--- src/rtl/cpu_io_pkg.sv ---
// Shared register map, STATUS bit positions and transmitter state encoding
// for the memory-mapped serial transmit peripheral.
package cpu_io_pkg;
  localparam logic [1:0] REG_DATA   = 2'd0;
  localparam logic [1:0] REG_STATUS = 2'd1;
  localparam logic [1:0] REG_DIV_LO = 2'd2;
  localparam logic [1:0] REG_DIV_HI = 2'd3;

  localparam int ST_FULL  = 0;
  localparam int ST_EMPTY = 1;
  localparam int ST_OVF   = 2;
  localparam int ST_PAR   = 3;
  localparam int ST_BUSY  = 7;

  typedef enum logic [2:0] {IDLE, START, DATA, PARITY, STOP} tx_state_t;
endpackage

--- src/rtl/sync_fifo.sv ---
// Single-clock FIFO; a push while full is taken only when a pop frees a slot
// in the same cycle.
module sync_fifo #(
  parameter int WIDTH = 8,
  parameter int DEPTH = 4
) (
  input  logic                     clk,
  input  logic                     n_reset,
  input  logic                     push,
  input  logic                     pop,
  input  logic [WIDTH-1:0]         din,
  output logic [WIDTH-1:0]         dout,
  output logic                     full,
  output logic                     empty,
  output logic [$clog2(DEPTH):0]   count
);
  localparam int AW = $clog2(DEPTH);

  logic [WIDTH-1:0] mem [DEPTH];
  logic [AW-1:0]    wr_ptr, rd_ptr;
  logic             do_push, do_pop;

  assign full    = (count == DEPTH[AW:0]);
  assign empty   = (count == '0);
  assign do_pop  = pop & ~empty;
  assign do_push = push & (~full | pop);
  assign dout    = mem[rd_ptr];

  always_ff @(posedge clk) begin
    if (do_push) mem[wr_ptr] <= din;
  end

  always_ff @(posedge clk or negedge n_reset) begin
    if (!n_reset) begin
      wr_ptr <= '0;
      rd_ptr <= '0;
      count  <= '0;
    end else begin
      if (do_push) wr_ptr <= wr_ptr + 1'b1;
      if (do_pop)  rd_ptr <= rd_ptr + 1'b1;
      case ({do_push, do_pop})
        2'b10:   count <= count + 1'b1;
        2'b01:   count <= count - 1'b1;
        default: count <= count;
      endcase
    end
  end
endmodule

--- src/rtl/uart_tx_io.sv ---
// Bus-mapped 8N1 transmitter: DATA/STATUS/DIV_LO/DIV_HI window, TX FIFO, serialiser.
// Optional even-parity bit and STATUS bit3 enable when UART_TX_PARITY_EN is defined.
module uart_tx_io
  import cpu_io_pkg::*;
#(
  parameter logic [15:0] BASE_ADR    = 16'hD000,
  parameter int          FIFO_DEPTH  = 4,
  parameter logic [15:0] DEFAULT_DIV = 16'd434
) (
  input  logic                          clk,
  input  logic                          n_reset,
  input  logic [15:0]                   adr_bus,
  input  logic [7:0]                    data_bus_in,
  input  logic                          RW,
  output logic [7:0]                    data_bus_out,
  output logic                          sel,
  output logic                          tx,
  output logic [$clog2(FIFO_DEPTH):0]   dbg_fifo_count
);
  tx_state_t   state, nstate;
  logic [1:0]  off;
  logic        wr_en, rd_en, push, pop, full, empty, ovf, bit_end;
  logic [7:0]  fifo_dout, shift, status;
  logic [15:0] div, cnt, per_m1;
  logic [2:0]  bit_idx;
  logic        par_en, par_bit;

  assign off    = adr_bus[1:0];
  assign sel    = (adr_bus[15:2] == BASE_ADR[15:2]);
  assign wr_en  = sel & ~RW;
  assign rd_en  = sel & RW;
  assign push   = wr_en & (off == REG_DATA);
  assign per_m1 = (div == 16'd0) ? 16'd0 : div - 16'd1;
  assign bit_end = (cnt == 16'd0);

  sync_fifo #(.WIDTH(8), .DEPTH(FIFO_DEPTH)) u_fifo (
    .clk(clk), .n_reset(n_reset), .push(push), .pop(pop), .din(data_bus_in),
    .dout(fifo_dout), .full(full), .empty(empty), .count(dbg_fifo_count)
  );

`ifdef UART_TX_PARITY_EN
  always_ff @(posedge clk or negedge n_reset) begin
    if (!n_reset)                           par_en <= 1'b0;
    else if (wr_en && off == REG_STATUS)    par_en <= data_bus_in[ST_PAR];
  end
`else
  assign par_en = 1'b0;
`endif

  // Register writes and the sticky overflow flag (cleared by any STATUS read)
  always_ff @(posedge clk or negedge n_reset) begin
    if (!n_reset) begin
      div <= DEFAULT_DIV;
      ovf <= 1'b0;
    end else begin
      if (wr_en && off == REG_DIV_LO) div[7:0]  <= data_bus_in;
      if (wr_en && off == REG_DIV_HI) div[15:8] <= data_bus_in;
      if (push && full && !pop)                ovf <= 1'b1;
      else if (rd_en && off == REG_STATUS)     ovf <= 1'b0;
    end
  end

  always_comb begin
    status          = 8'h00;
    status[ST_FULL]  = full;
    status[ST_EMPTY] = empty;
    status[ST_OVF]   = ovf;
    status[ST_PAR]   = par_en;
    status[ST_BUSY]  = (state != IDLE) | ~empty;
  end

  always_comb begin
    data_bus_out = 8'h00;
    if (sel) begin
      case (off)
        REG_STATUS: data_bus_out = status;
        REG_DIV_LO: data_bus_out = div[7:0];
        REG_DIV_HI: data_bus_out = div[15:8];
        default:    data_bus_out = 8'h00;
      endcase
    end
  end

  always_comb begin
    nstate = state;
    pop    = 1'b0;
    tx     = 1'b1;
    case (state)
      IDLE: if (!empty) begin
        pop    = 1'b1;
        nstate = START;
      end
      START: begin
        tx = 1'b0;
        if (bit_end) nstate = DATA;
      end
      DATA: begin
        tx = shift[0];
        if (bit_end && bit_idx == 3'd7) nstate = par_en ? PARITY : STOP;
      end
`ifdef UART_TX_PARITY_EN
      PARITY: begin
        tx = par_bit;
        if (bit_end) nstate = STOP;
      end
`endif
      STOP: if (bit_end) begin
        // back-to-back frames: pop straight into the next start bit
        if (!empty) begin
          pop    = 1'b1;
          nstate = START;
        end else begin
          nstate = IDLE;
        end
      end
      default: nstate = IDLE;
    endcase
  end

  // Counter reloads on every bit boundary, so a DIV change takes effect on the next bit
  always_ff @(posedge clk or negedge n_reset) begin
    if (!n_reset) begin
      state   <= IDLE;
      cnt     <= 16'd0;
      shift   <= 8'h00;
      bit_idx <= 3'd0;
      par_bit <= 1'b0;
    end else begin
      state <= nstate;
      if (nstate == IDLE)                            cnt <= 16'd0;
      else if (nstate != state || (state == DATA && bit_end)) cnt <= per_m1;
      else                                           cnt <= cnt - 16'd1;
      if (pop) begin
        shift   <= fifo_dout;
        bit_idx <= 3'd0;
        par_bit <= ^fifo_dout;
      end else if (state == DATA && bit_end) begin
        shift   <= shift >> 1;
        bit_idx <= bit_idx + 3'd1;
      end
    end
  end
endmodule

--- config.mk ---
export PLATFORM = sky130hd
export DESIGN_NAME = uart_tx_io
export DESIGN_NICKNAME = d
export VERILOG_FILES = /design/src/rtl/cpu_io_pkg.sv /design/src/rtl/sync_fifo.sv /design/src/rtl/uart_tx_io.sv
export SDC_FILE = /design/constraint.sdc
export NUM_CORES = 1
export LEC_CHECK = 0
export ABC_CLOCK_PERIOD_IN_PS = 6400
export CORE_MARGIN = 2
export CORE_UTILIZATION = 28
export CTS_BUF_LIST = sky130_fd_sc_hd__clkbuf_4
export DETAILED_ROUTE_END_ITERATION = 6
export GPL_TIMING_DRIVEN = 0
export PLACE_DENSITY = 0.55
export SETUP_SLACK_MARGIN = 0.1
export SLEW_MARGIN = 20
export SYNTH_ARGS = -nofsm -noshare
export SYNTH_HDL_FRONTEND = slang
export SYNTH_SLANG_ARGS = --single-unit
--- constraint.sdc ---
create_clock -name clk -period 6.4 [get_ports clk]
set_clock_uncertainty 0.1 [all_clocks]
set_input_delay 1.6 -clock clk [delete_from_list [all_inputs] [get_ports clk]]
set_output_delay 1.6 -clock clk [all_outputs]
set_load 0.05 [all_outputs]
==> results of run 1 <==
synth_stat cells (2+ instances only):
| library cell | instances | area, um^2 |
|---|---|---|
| sky130_fd_sc_hd__dfrtp_1 | 49 | 1230 |
| sky130_fd_sc_hd__edfxtp_1 | 32 | 961 |
| sky130_fd_sc_hd__nand2_1 | 32 | 120 |
| sky130_fd_sc_hd__nor2_1 | 28 | 105 |
| sky130_fd_sc_hd__a21oi_1 | 20 | 100 |
| sky130_fd_sc_hd__xnor2_1 | 18 | 158 |
| sky130_fd_sc_hd__inv_1 | 17 | 63.8 |
| sky130_fd_sc_hd__mux2_2 | 17 | 191 |
| sky130_fd_sc_hd__o21ai_0 | 13 | 65.1 |
| sky130_fd_sc_hd__xor2_1 | 13 | 114 |
| sky130_fd_sc_hd__mux2i_1 | 11 | 110 |
| sky130_fd_sc_hd__a211oi_1 | 10 | 75.1 |
| sky130_fd_sc_hd__ha_1 | 10 | 125 |
| sky130_fd_sc_hd__nor3_1 | 10 | 50.1 |
| sky130_fd_sc_hd__clkbuf_1 | 9 | 33.8 |
| sky130_fd_sc_hd__mux4_2 | 8 | 180 |
| sky130_fd_sc_hd__nor4_1 | 7 | 43.8 |
| sky130_fd_sc_hd__or3_1 | 7 | 43.8 |
| sky130_fd_sc_hd__buf_2 | 6 | 30.0 |
| sky130_fd_sc_hd__nand2b_1 | 6 | 37.5 |
| sky130_fd_sc_hd__and2_1 | 5 | 31.3 |
| sky130_fd_sc_hd__dfstp_2 | 5 | 131 |
| sky130_fd_sc_hd__a22oi_1 | 3 | 22.5 |
| sky130_fd_sc_hd__nand3_1 | 3 | 15.0 |
| sky130_fd_sc_hd__nand4b_1 | 3 | 26.3 |
| sky130_fd_sc_hd__nor4b_1 | 3 | 26.3 |
| sky130_fd_sc_hd__or4_4 | 3 | 33.8 |
| sky130_fd_sc_hd__a311oi_1 | 2 | 17.5 |
| sky130_fd_sc_hd__a31oi_1 | 2 | 12.5 |
| sky130_fd_sc_hd__buf_1 | 2 | 7.51 |
| sky130_fd_sc_hd__nand3b_1 | 2 | 15.0 |
| sky130_fd_sc_hd__nand4_1 | 2 | 12.5 |
| sky130_fd_sc_hd__nor3b_1 | 2 | 15.0 |
| sky130_fd_sc_hd__o211ai_1 | 2 | 15.0 |
| sky130_fd_sc_hd__or4_1 | 2 | 15.0 |
cell families after synthesis:
logic type,synth area share (%)
AND/OR/NAND/NOR,15.6
flip-flops,52.6
AO/OA/AOI/OAI,8.34
multiplexers,10.9
buffers and inverters,3.15
XOR/XNOR,6.16
adder cells (fa/ha/maj),3.29
final timing paths:
check                      startpoint               end  slack [ns]  cells after the start
setup / recovery           adr_bus[1]   data_bus_out[7]        0.62                      7
hold / removal               shift[2]          shift[2]        0.43                      1
setup reg to reg               cnt[0]   u_fifo.count[1]        3.09                     13
hold reg to reg              shift[2]          shift[2]        0.43                      1
max in group asynchronous     n_reset            cnt[0]        4.68                      1
min in group asynchronous     n_reset  u_fifo.wr_ptr[0]        1.04                      1
stage by stage:
stage | worst slack, ns | cells | area [um^2] | total power (uW) | hold WS (ns)
2_1_floorplan | 1.46 | 382 | 4410 | 1040 | 0.382
3_3_place_gp | 0.643 | 632 | 5060 | 1140 | 0.394
3_5_place_dp | 0.593 | 632 | 5060 | 1160 | 0.397
4_1_cts | 0.592 | 648 | 5190 | 1460 | 0.431
5_1_grt | 0.389 | 649 | 5190 | 1530 | 0.459
6_report | 0.619 | 649 | 5190 | 1440 | 0.429
layer usage:
metal / vias up / track usage [%] / share of wire, %
met5: - / 0 / 0
met4: 0 / 6.01 / 1.8
met1: 1477 / 17.8 / 50
met2: 36 / 19.7 / 46
li1: 1486 / - / -
met3: 11 / 2.15 / 2.8
power by group through the flow:
stage	registers [uW]	clock network [uW]	logic [uW]
after floorplan	769	0	267
after global placement	751	0	393
after detailed placement	756	0	399
after CTS	744	316	402
after global routing	758	337	438
final	744	303	397
registers in the layout (all words and copies together), names as in the netlist:
| name | cells |
|---|---|
| bit_idx | 3 |
| div | 16 |
| u_fifo.wr_ptr | 2 |
| shift | 8 |
| cnt | 16 |
| ovf | 1 |
| u_fifo.rd_ptr | 2 |
| state | 3 |
| u_fifo.count | 3 |
| u_fifo.mem | 32 |
layout make-up:
cell class / count / area [um^2]
Antenna cell: 1 / 2.50
Buffer: 17 / 71.3
Clock buffer: 9 / 67.6
Clock inverter: 7 / 60.1
Fill cell: 1578 / 10100
Inverter: 18 / 67.6
Multi-Input combinational cell: 261 / 1950
Sequential cell: 86 / 2320
Tap cell: 211 / 264
Timing Repair Buffer: 39 / 388
worst register-to-register path, stage by stage, from the launching register on:
cell and delay (ns):
sky130_fd_sc_hd__dfrtp_1 0.42, sky130_fd_sc_hd__inv_1 0.08, sky130_fd_sc_hd__ha_1 0.20, sky130_fd_sc_hd__nor4b_1 0.28
sky130_fd_sc_hd__nand4_1 0.26, sky130_fd_sc_hd__a21oi_1 0.32, sky130_fd_sc_hd__or2_1 0.20, sky130_fd_sc_hd__and2_1 0.13
sky130_fd_sc_hd__clkbuf_1 0.24, sky130_fd_sc_hd__inv_1 0.15, sky130_fd_sc_hd__ha_1 0.23, sky130_fd_sc_hd__inv_1 0.07
sky130_fd_sc_hd__fa_1 0.40, sky130_fd_sc_hd__o21ai_0 0.16
placed cells by master, fill, tap and decap left out, types with 6 or more instances in the layout:
master                            instances
sky130_fd_sc_hd__a211oi_1                10
sky130_fd_sc_hd__a21oi_1                 20
sky130_fd_sc_hd__buf_2                    6
sky130_fd_sc_hd__clkbuf_1                 9
sky130_fd_sc_hd__clkbuf_4                 9
sky130_fd_sc_hd__clkdlybuf4s50_1         38
sky130_fd_sc_hd__dfrtp_1                 49
sky130_fd_sc_hd__edfxtp_1                32
sky130_fd_sc_hd__ha_1                    10
sky130_fd_sc_hd__inv_1                   17
sky130_fd_sc_hd__mux2_2                  17
sky130_fd_sc_hd__mux2i_1                 11
sky130_fd_sc_hd__mux4_2                   8
sky130_fd_sc_hd__nand2_1                 32
sky130_fd_sc_hd__nand2b_1                 6
sky130_fd_sc_hd__nor2_1                  28
sky130_fd_sc_hd__nor3_1                  10
sky130_fd_sc_hd__nor4_1                   7
sky130_fd_sc_hd__o21ai_0                 13
sky130_fd_sc_hd__or3_1                    7
sky130_fd_sc_hd__xnor2_1                 18
sky130_fd_sc_hd__xor2_1                  13
==> impl_metrics.prom, run 1 <==
# TYPE chip_impl_metric gauge
chip_impl_metric{name="route.detailed.vias_per_inst",unit=""} 4.64
chip_impl_metric{name="seq_area_frac_synth",unit="%"} 52.6
chip_impl_metric{name="syn_area",unit="mm^2"} 0.00441
chip_impl_metric{name="top_level_ports",unit=""} 40
chip_impl_metric{name="critical_path_buf_inv_count",unit=""} 4
chip_impl_metric{name="max-clock-path-buffers",unit=""} 2
chip_impl_info{name="hold_path_class",value="flop to flop"} 1
chip_impl_metric{name="p_int",unit="uW"} 948
chip_impl_metric{name="port-buffer-count",unit=""} 39
chip_impl_info{name="worstSetupPathType",value="input pin to primary output"} 1
chip_impl_metric{name="cp_slowest_stage_delay",unit="ns"} 0.86
chip_impl_metric{name="floorplan.die.width",unit="um"} 129
chip_impl_metric{name="fmaxAchievable",unit="GHz"} 0.173
chip_impl_metric{name="syn_nets",unit=""} 420
chip_impl_metric{name="detail-route-antenna-nets",unit=""} 0
chip_impl_metric{name="post_route_cells_drive_above_1_share",unit="%"} 14.9
chip_impl_metric{name="final_core_utilization",unit="%"} 33.9
chip_impl_metric{name="worstPathMaxFanout",unit=""} 10
chip_impl_metric{name="detail_route.wirelength",unit="um"} 9930
chip_impl_metric{name="power.switching_fraction",unit="%"} 34.4
chip_impl_metric{name="cts_resized",unit=""} 0
chip_impl_metric{name="power.sequential.fraction",unit="%"} 51.5
chip_impl_metric{name="clock_sinks",unit=""} 86
chip_impl_metric{name="clock_insertion_delay_worst_skew",unit="ns"} 0.48
chip_impl_metric{name="synth.avg_cell_area",unit="um^2"} 11.5
chip_impl_metric{name="worst-endpoint-required",unit="ns"} 4.70
chip_impl_metric{name="antenna_violations_before_repair",unit=""} 1
chip_impl_metric{name="drv.max_cap_violation_count",unit=""} 0
chip_impl_metric{name="largest_net_degree_at_the_start_of_global_routing",unit=""} 55
chip_impl_metric{name="ys_types",unit=""} 53
chip_impl_metric{name="post_cts_clock_slew_at_the_launch_and_capture_registers_of_the_worst_setup_and_hold_paths",unit="ns"} 0.16
chip_impl_metric{name="clkPwrFrac",unit="%"} 21.0
chip_impl_info{name="rsz0062_at_grt",value="false"} 1
chip_impl_metric{name="vias_in_the_first_global_route",unit=""} 3047
chip_impl_info{name="cpLargestDelayFamily",value="buffers and inverters"} 1
chip_impl_metric{name="design.core.area",unit="mm^2"} 0.0153
chip_impl_metric{name="first_pass_iters",unit=""} 4
chip_impl_metric{name="htree_num_levels",unit=""} 3
chip_impl_metric{name="route.detailed.drc",unit=""} 0
chip_impl_metric{name="peakVddDrop",unit="V"} 0.000101
chip_impl_info{name="clock_tree_from_tritoncts",value="done"} 1
chip_impl_metric{name="synth_warnings",unit=""} 0
chip_impl_metric{name="globalplace.congestion",unit=""} 0.818
chip_impl_metric{name="grt_pass1_wl",unit="um"} 16300
chip_impl_metric{name="power.switching",unit="uW"} 497
chip_impl_metric{name="grt_overflow",unit=""} 0
chip_impl_metric{name="ys_ff_latch",unit=""} 86
chip_impl_metric{name="postSynthCellCount",unit=""} 382
chip_impl_metric{name="cts_inserted_buffers",unit=""} 9
chip_impl_info{name="run_status",value="complete, no violations"} 1
chip_impl_metric{name="cellPowerDensity",unit="mW/mm^2"} 278
chip_impl_info{name="endpoint_kind",value="primary output"} 1
chip_impl_info{name="path_common_cell",value="sky130_fd_sc_hd__clkdlybuf4s50_1"} 1
chip_impl_metric{name="die-height",unit="um"} 129
chip_impl_info{name="setup.worst_path.start_class",value="input pin"} 1
chip_impl_metric{name="starting_density_of_the_core",unit="%"} 28.8
chip_impl_metric{name="relSlewSlack",unit="%"} 48.6
chip_impl_metric{name="final_net_count",unit=""} 470
chip_impl_metric{name="drt-initial-drc-count",unit=""} 122
chip_impl_metric{name="grt.total_usage",unit="%"} 12.8
chip_impl_metric{name="slew_of_the_pin_with_the_lowest_slew_margin",unit="ns"} 0.770
chip_impl_metric{name="cts_setup_buffers",unit=""} 0
chip_impl_metric{name="row_count",unit=""} 45
chip_impl_info{name="crit_chain",value="clkdlybuf4s50_1 -> clkbuf_1 -> inv_1 -> nor2_1 -> nand2_1 -> a21oi_1 -> clkdlybuf4s50_1"} 1
chip_impl_info{name="synth_top_flop_cell",value="sky130_fd_sc_hd__dfrtp_1"} 1
chip_impl_metric{name="tns",unit="ns"} 0
chip_impl_info{name="clock-root-buffer",value="sky130_fd_sc_hd__clkbuf_4"} 1
chip_impl_metric{name="cts-hold-fix-buffers",unit=""} 0
chip_impl_metric{name="timing.final.max_slew_violations",unit=""} 0
chip_impl_metric{name="worst-endpoint-arrival",unit="ns"} 4.08
chip_impl_metric{name="async_flop_share",unit="%"} 62.8
chip_impl_metric{name="areaGrowthSynthToFinish",unit="%"} 17.7
chip_impl_metric{name="routed-via-count",unit=""} 3010
chip_impl_metric{name="setup_violating_endpoint_count_in_the_final_report",unit=""} 0
chip_impl_metric{name="p_leak",unit="uW"} 0.00207
chip_impl_metric{name="final.min_clock_period",unit="ns"} 5.78
chip_impl_info{name="critical_path.slowest_cell",value="sky130_fd_sc_hd__clkdlybuf4s50_1"} 1
chip_impl_metric{name="combinationalPowerShare",unit="%"} 27.5
chip_impl_metric{name="die_area",unit="mm^2"} 0.0168
chip_impl_metric{name="final-hold-violation-count",unit=""} 0
chip_impl_metric{name="post_synth_edffs",unit=""} 32
chip_impl_metric{name="final.period_utilization",unit="%"} 90.3
chip_impl_metric{name="wire_per_inst",unit="um"} 15.3
chip_impl_metric{name="post-dp-hpwl",unit="um"} 7250
(Power assumes the default switching activity.)
==> inputs of run 2 (changes only) <==
--- a/config.mk
+++ b/config.mk
@@ -7,11 +7,11 @@
 export LEC_CHECK = 0
 export ABC_CLOCK_PERIOD_IN_PS = 6400
 export CORE_MARGIN = 2
-export CORE_UTILIZATION = 28
+export CORE_UTILIZATION = 50
 export CTS_BUF_LIST = sky130_fd_sc_hd__clkbuf_4
+export CTS_CLUSTER_SIZE = 10
 export DETAILED_ROUTE_END_ITERATION = 6
-export GPL_TIMING_DRIVEN = 0
-export PLACE_DENSITY = 0.55
+export PLACE_DENSITY = 0.81
 export SETUP_SLACK_MARGIN = 0.1
 export SLEW_MARGIN = 20
 export SYNTH_ARGS = -nofsm -noshare
==> run 2 against run 1 <==
Compared with the run above:
- sequential power grew 3.4%
- first-iteration DRC count up 81%
- utilization grew 24 points
- critical path type unchanged
- clock power about the same
- global-route usage is 6.8 points higher
==> impl_metrics.prom, run 2 (synthesis gave the netlist of run 1 again) <==
# TYPE chip_impl_metric gauge
chip_impl_info{name="endpoint_kind",value="primary output"} 1
chip_impl_metric{name="tns",unit="ns"} 0
chip_impl_metric{name="place_worst_setup_slack",unit="ns"} 0.653
chip_impl_info{name="final_common_cell",value="sky130_fd_sc_hd__dfrtp_1"} 1
chip_impl_metric{name="final.period_utilization",unit="%"} 89.6
chip_impl_metric{name="largest_net_degree_at_the_start_of_global_routing",unit=""} 55
chip_impl_metric{name="cellPowerDensity",unit="mW/mm^2"} 286
chip_impl_metric{name="die_area",unit="mm^2"} 0.00959
chip_impl_info{name="path_common_cell",value="sky130_fd_sc_hd__clkdlybuf4s50_1"} 1
chip_impl_metric{name="clock_insertion_delay_worst_skew",unit="ns"} 0.44
chip_impl_metric{name="power.switching_fraction",unit="%"} 33.9
chip_impl_metric{name="routed-via-count",unit=""} 3038
chip_impl_metric{name="post_cts_clock_slew_at_the_launch_and_capture_registers_of_the_worst_setup_and_hold_paths",unit="ns"} 0.15
chip_impl_metric{name="port-buffer-count",unit=""} 39
chip_impl_metric{name="relSlewSlack",unit="%"} 47.5
chip_impl_metric{name="largest_register_ff_count",unit=""} 32
chip_impl_metric{name="critical_path_buf_inv_count",unit=""} 3
chip_impl_metric{name="top_level_ports",unit=""} 40
chip_impl_info{name="crit_chain",value="clkdlybuf4s50_1 -> nor4b_1 -> nand4_1 -> inv_2 -> nand2_1 -> nor2_1 -> clkdlybuf4s50_1"} 1
chip_impl_metric{name="starting_density_of_the_core",unit="%"} 51.1
chip_impl_metric{name="antenna_violations_before_repair",unit=""} 0
chip_impl_metric{name="cts-hold-fix-buffers",unit=""} 0
chip_impl_info{name="reg_top3",value="u_fifo.mem x32, cnt x16, div x16"} 1
chip_impl_metric{name="routed-wl-met2",unit="um"} 4210
chip_impl_metric{name="p_leak",unit="uW"} 0.00205
chip_impl_metric{name="floorplan.die.width",unit="um"} 97.9
chip_impl_metric{name="combinationalPowerShare",unit="%"} 25.3
chip_impl_metric{name="worst-endpoint-arrival",unit="ns"} 4.04
chip_impl_metric{name="globalplace.congestion",unit=""} 0.832
chip_impl_metric{name="clkPwrFrac",unit="%"} 21.2
chip_impl_metric{name="met3_length",unit="um"} 441
chip_impl_metric{name="power.switching",unit="uW"} 488
chip_impl_metric{name="areaGrowthSynthToFinish",unit="%"} 14.0
chip_impl_metric{name="detail_route.wirelength",unit="um"} 8790
chip_impl_metric{name="fin_ws",unit="ns"} 0.663
chip_impl_metric{name="clock_sinks",unit=""} 86
chip_impl_metric{name="post_route_cells_drive_above_1_share",unit="%"} 14.9
chip_impl_metric{name="row_count",unit=""} 34
chip_impl_metric{name="n_fill_cell",unit=""} 713
chip_impl_metric{name="cts_inserted_buffers",unit=""} 9
chip_impl_info{name="clock_tree_from_tritoncts",value="done"} 1
chip_impl_metric{name="worst-endpoint-required",unit="ns"} 4.70
chip_impl_metric{name="wire_per_inst",unit="um"} 16.6
chip_impl_metric{name="power.sequential.fraction",unit="%"} 53.5
chip_impl_info{name="worstSetupPathType",value="input pin to primary output"} 1
chip_impl_metric{name="first_pass_iters",unit=""} 5
chip_impl_metric{name="post-dp-hpwl",unit="um"} 6410
chip_impl_info{name="rsz0062_at_grt",value="false"} 1
chip_impl_metric{name="final.min_clock_period",unit="ns"} 5.74
chip_impl_info{name="run_status",value="complete, no violations"} 1
chip_impl_metric{name="cp_slowest_stage_delay",unit="ns"} 0.83
chip_impl_metric{name="m1WireLength",unit="um"} 4000
chip_impl_metric{name="grt_pass1_wl",unit="um"} 14900
chip_impl_metric{name="design.core.area",unit="mm^2"} 0.00864
chip_impl_info{name="cpLargestDelayFamily",value="buffers and inverters"} 1
chip_impl_metric{name="vias_in_the_first_global_route",unit=""} 3016
chip_impl_metric{name="drt-initial-drc-count",unit=""} 221
chip_impl_metric{name="slew_of_the_pin_with_the_lowest_slew_margin",unit="ns"} 0.781
chip_impl_metric{name="max-clock-path-buffers",unit=""} 2
chip_impl_metric{name="cts_resized",unit=""} 0
chip_impl_info{name="setup.worst_path.start_class",value="input pin"} 1
chip_impl_metric{name="final-hold-violation-count",unit=""} 0
chip_impl_info{name="highest-signal-layer",value="met4"} 1
chip_impl_info{name="most-common-layout-cells",value="sky130_fd_sc_hd__dfrtp_1 (49), sky130_fd_sc_hd__clkdlybuf4s50_1 (38), sky130_fd_sc_hd__nand2_1 (32), sky130_fd_sc_hd__edfxtp_1 (32), sky130_fd_sc_hd__nor2_1 (28)"} 1
chip_impl_metric{name="route.detailed.vias_per_inst",unit=""} 5.72
chip_impl_metric{name="final_net_count",unit=""} 456
chip_impl_metric{name="antenna_cells",unit=""} 0
chip_impl_metric{name="fmaxAchievable",unit="GHz"} 0.174
chip_impl_metric{name="grt_overflow",unit=""} 0
chip_impl_metric{name="peakVddDrop",unit="V"} 0.000163
chip_impl_metric{name="worstPathMaxFanout",unit=""} 7
chip_impl_metric{name="setup_violating_endpoint_count_in_the_final_report",unit=""} 0
chip_impl_metric{name="die-height",unit="um"} 97.9
chip_impl_metric{name="timing.final.max_slew_violations",unit=""} 0
chip_impl_metric{name="grt.total_usage",unit="%"} 19.6
chip_impl_metric{name="route.detailed.drc",unit=""} 0
chip_impl_metric{name="drv.max_cap_violation_count",unit=""} 0
chip_impl_metric{name="detail-route-antenna-nets",unit=""} 0
chip_impl_metric{name="htree_num_levels",unit=""} 3
chip_impl_info{name="top_register",value="u_fifo.mem"} 1
chip_impl_info{name="hold_path_class",value="flop to flop"} 1
chip_impl_metric{name="cts_setup_buffers",unit=""} 0
chip_impl_metric{name="p_int",unit="uW"} 950
chip_impl_info{name="critical_path.slowest_cell",value="sky130_fd_sc_hd__clkdlybuf4s50_1"} 1
chip_impl_info{name="clock-root-buffer",value="sky130_fd_sc_hd__clkbuf_4"} 1
-- run 2: area by class of cell --
cell class / count / area (um^2) / area share, %
Sequential cell: 86 / 2320 / 46.1
Multi-Input combinational cell: 261 / 1960 / 38.9
Timing Repair Buffer: 42 / 408 / 8.11
Tap cell: 108 / 135 / 2.69
Clock inverter: 7 / 75.1 / 1.49
Clock buffer: 9 / 67.6 / 1.34
Inverter: 18 / 67.6 / 1.34
-- run 2: routing by layer --
layer  track usage [%]  vias up
met1              27.2     1485
met3              3.65       12
met4              7.69        0
met2              30.9       84
met5                 0        -
li1                  -     1457
-- run 2: power groups by stage --
stage          Sequential, uW  Clock [uW]  Combinational (uW)
2_1_floorplan             769           0                 267
5_1_grt                   787         338                 406
6_report                  769         304                 364
4_1_cts                   769         311                 367
3_3_place_gp              775           0                 351
3_5_place_dp              782           0                 364
-- run 2: through the flow --
step / power, uW / util, % / instance area (um^2) / hold WS (ns) / cells
2_1_floorplan: 1040 / - / 4410 / 0.382 / 382
6_report: 1440 / 58.2 / 5030 / 0.436 / 531
3_5_place_dp: 1150 / 56.6 / 4880 / 0.406 / 515
4_1_cts: 1450 / 58.2 / 5030 / 0.441 / 531
5_1_grt: 1530 / 58.2 / 5030 / 0.460 / 531
3_3_place_gp: 1130 / 56.5 / 4880 / 0.394 / 515
-- run 2: final timing paths --
path	end	slack (ns)	from	depth (start not counted)
max in group asynchronous	u_fifo.rd_ptr[0]	4.58	n_reset	2
max	data_bus_out[5]	0.66	adr_bus[6]	7
min in group asynchronous	div[6]	1.16	n_reset	2
min reg2reg	shift[2]	0.44	shift[2]	1
min	shift[2]	0.44	shift[2]	1
max reg2reg	u_fifo.count[2]	3.16	cnt[0]	15
-- run 2: worst register-to-register path, stage by stage (launching register included) --
cell and delay, ns:
sky130_fd_sc_hd__dfrtp_1 0.42, sky130_fd_sc_hd__inv_1 0.08, sky130_fd_sc_hd__ha_1 0.19, sky130_fd_sc_hd__nor4b_1 0.27, sky130_fd_sc_hd__nand4_1 0.26, sky130_fd_sc_hd__a21oi_1 0.22
sky130_fd_sc_hd__buf_4 0.24, sky130_fd_sc_hd__or2_1 0.16, sky130_fd_sc_hd__and2_1 0.31, sky130_fd_sc_hd__inv_1 0.09, sky130_fd_sc_hd__ha_1 0.21, sky130_fd_sc_hd__inv_1 0.07
sky130_fd_sc_hd__fa_1 0.18, sky130_fd_sc_hd__xor2_1 0.14, sky130_fd_sc_hd__nor2_1 0.06, sky130_fd_sc_hd__xor2_1 0.14
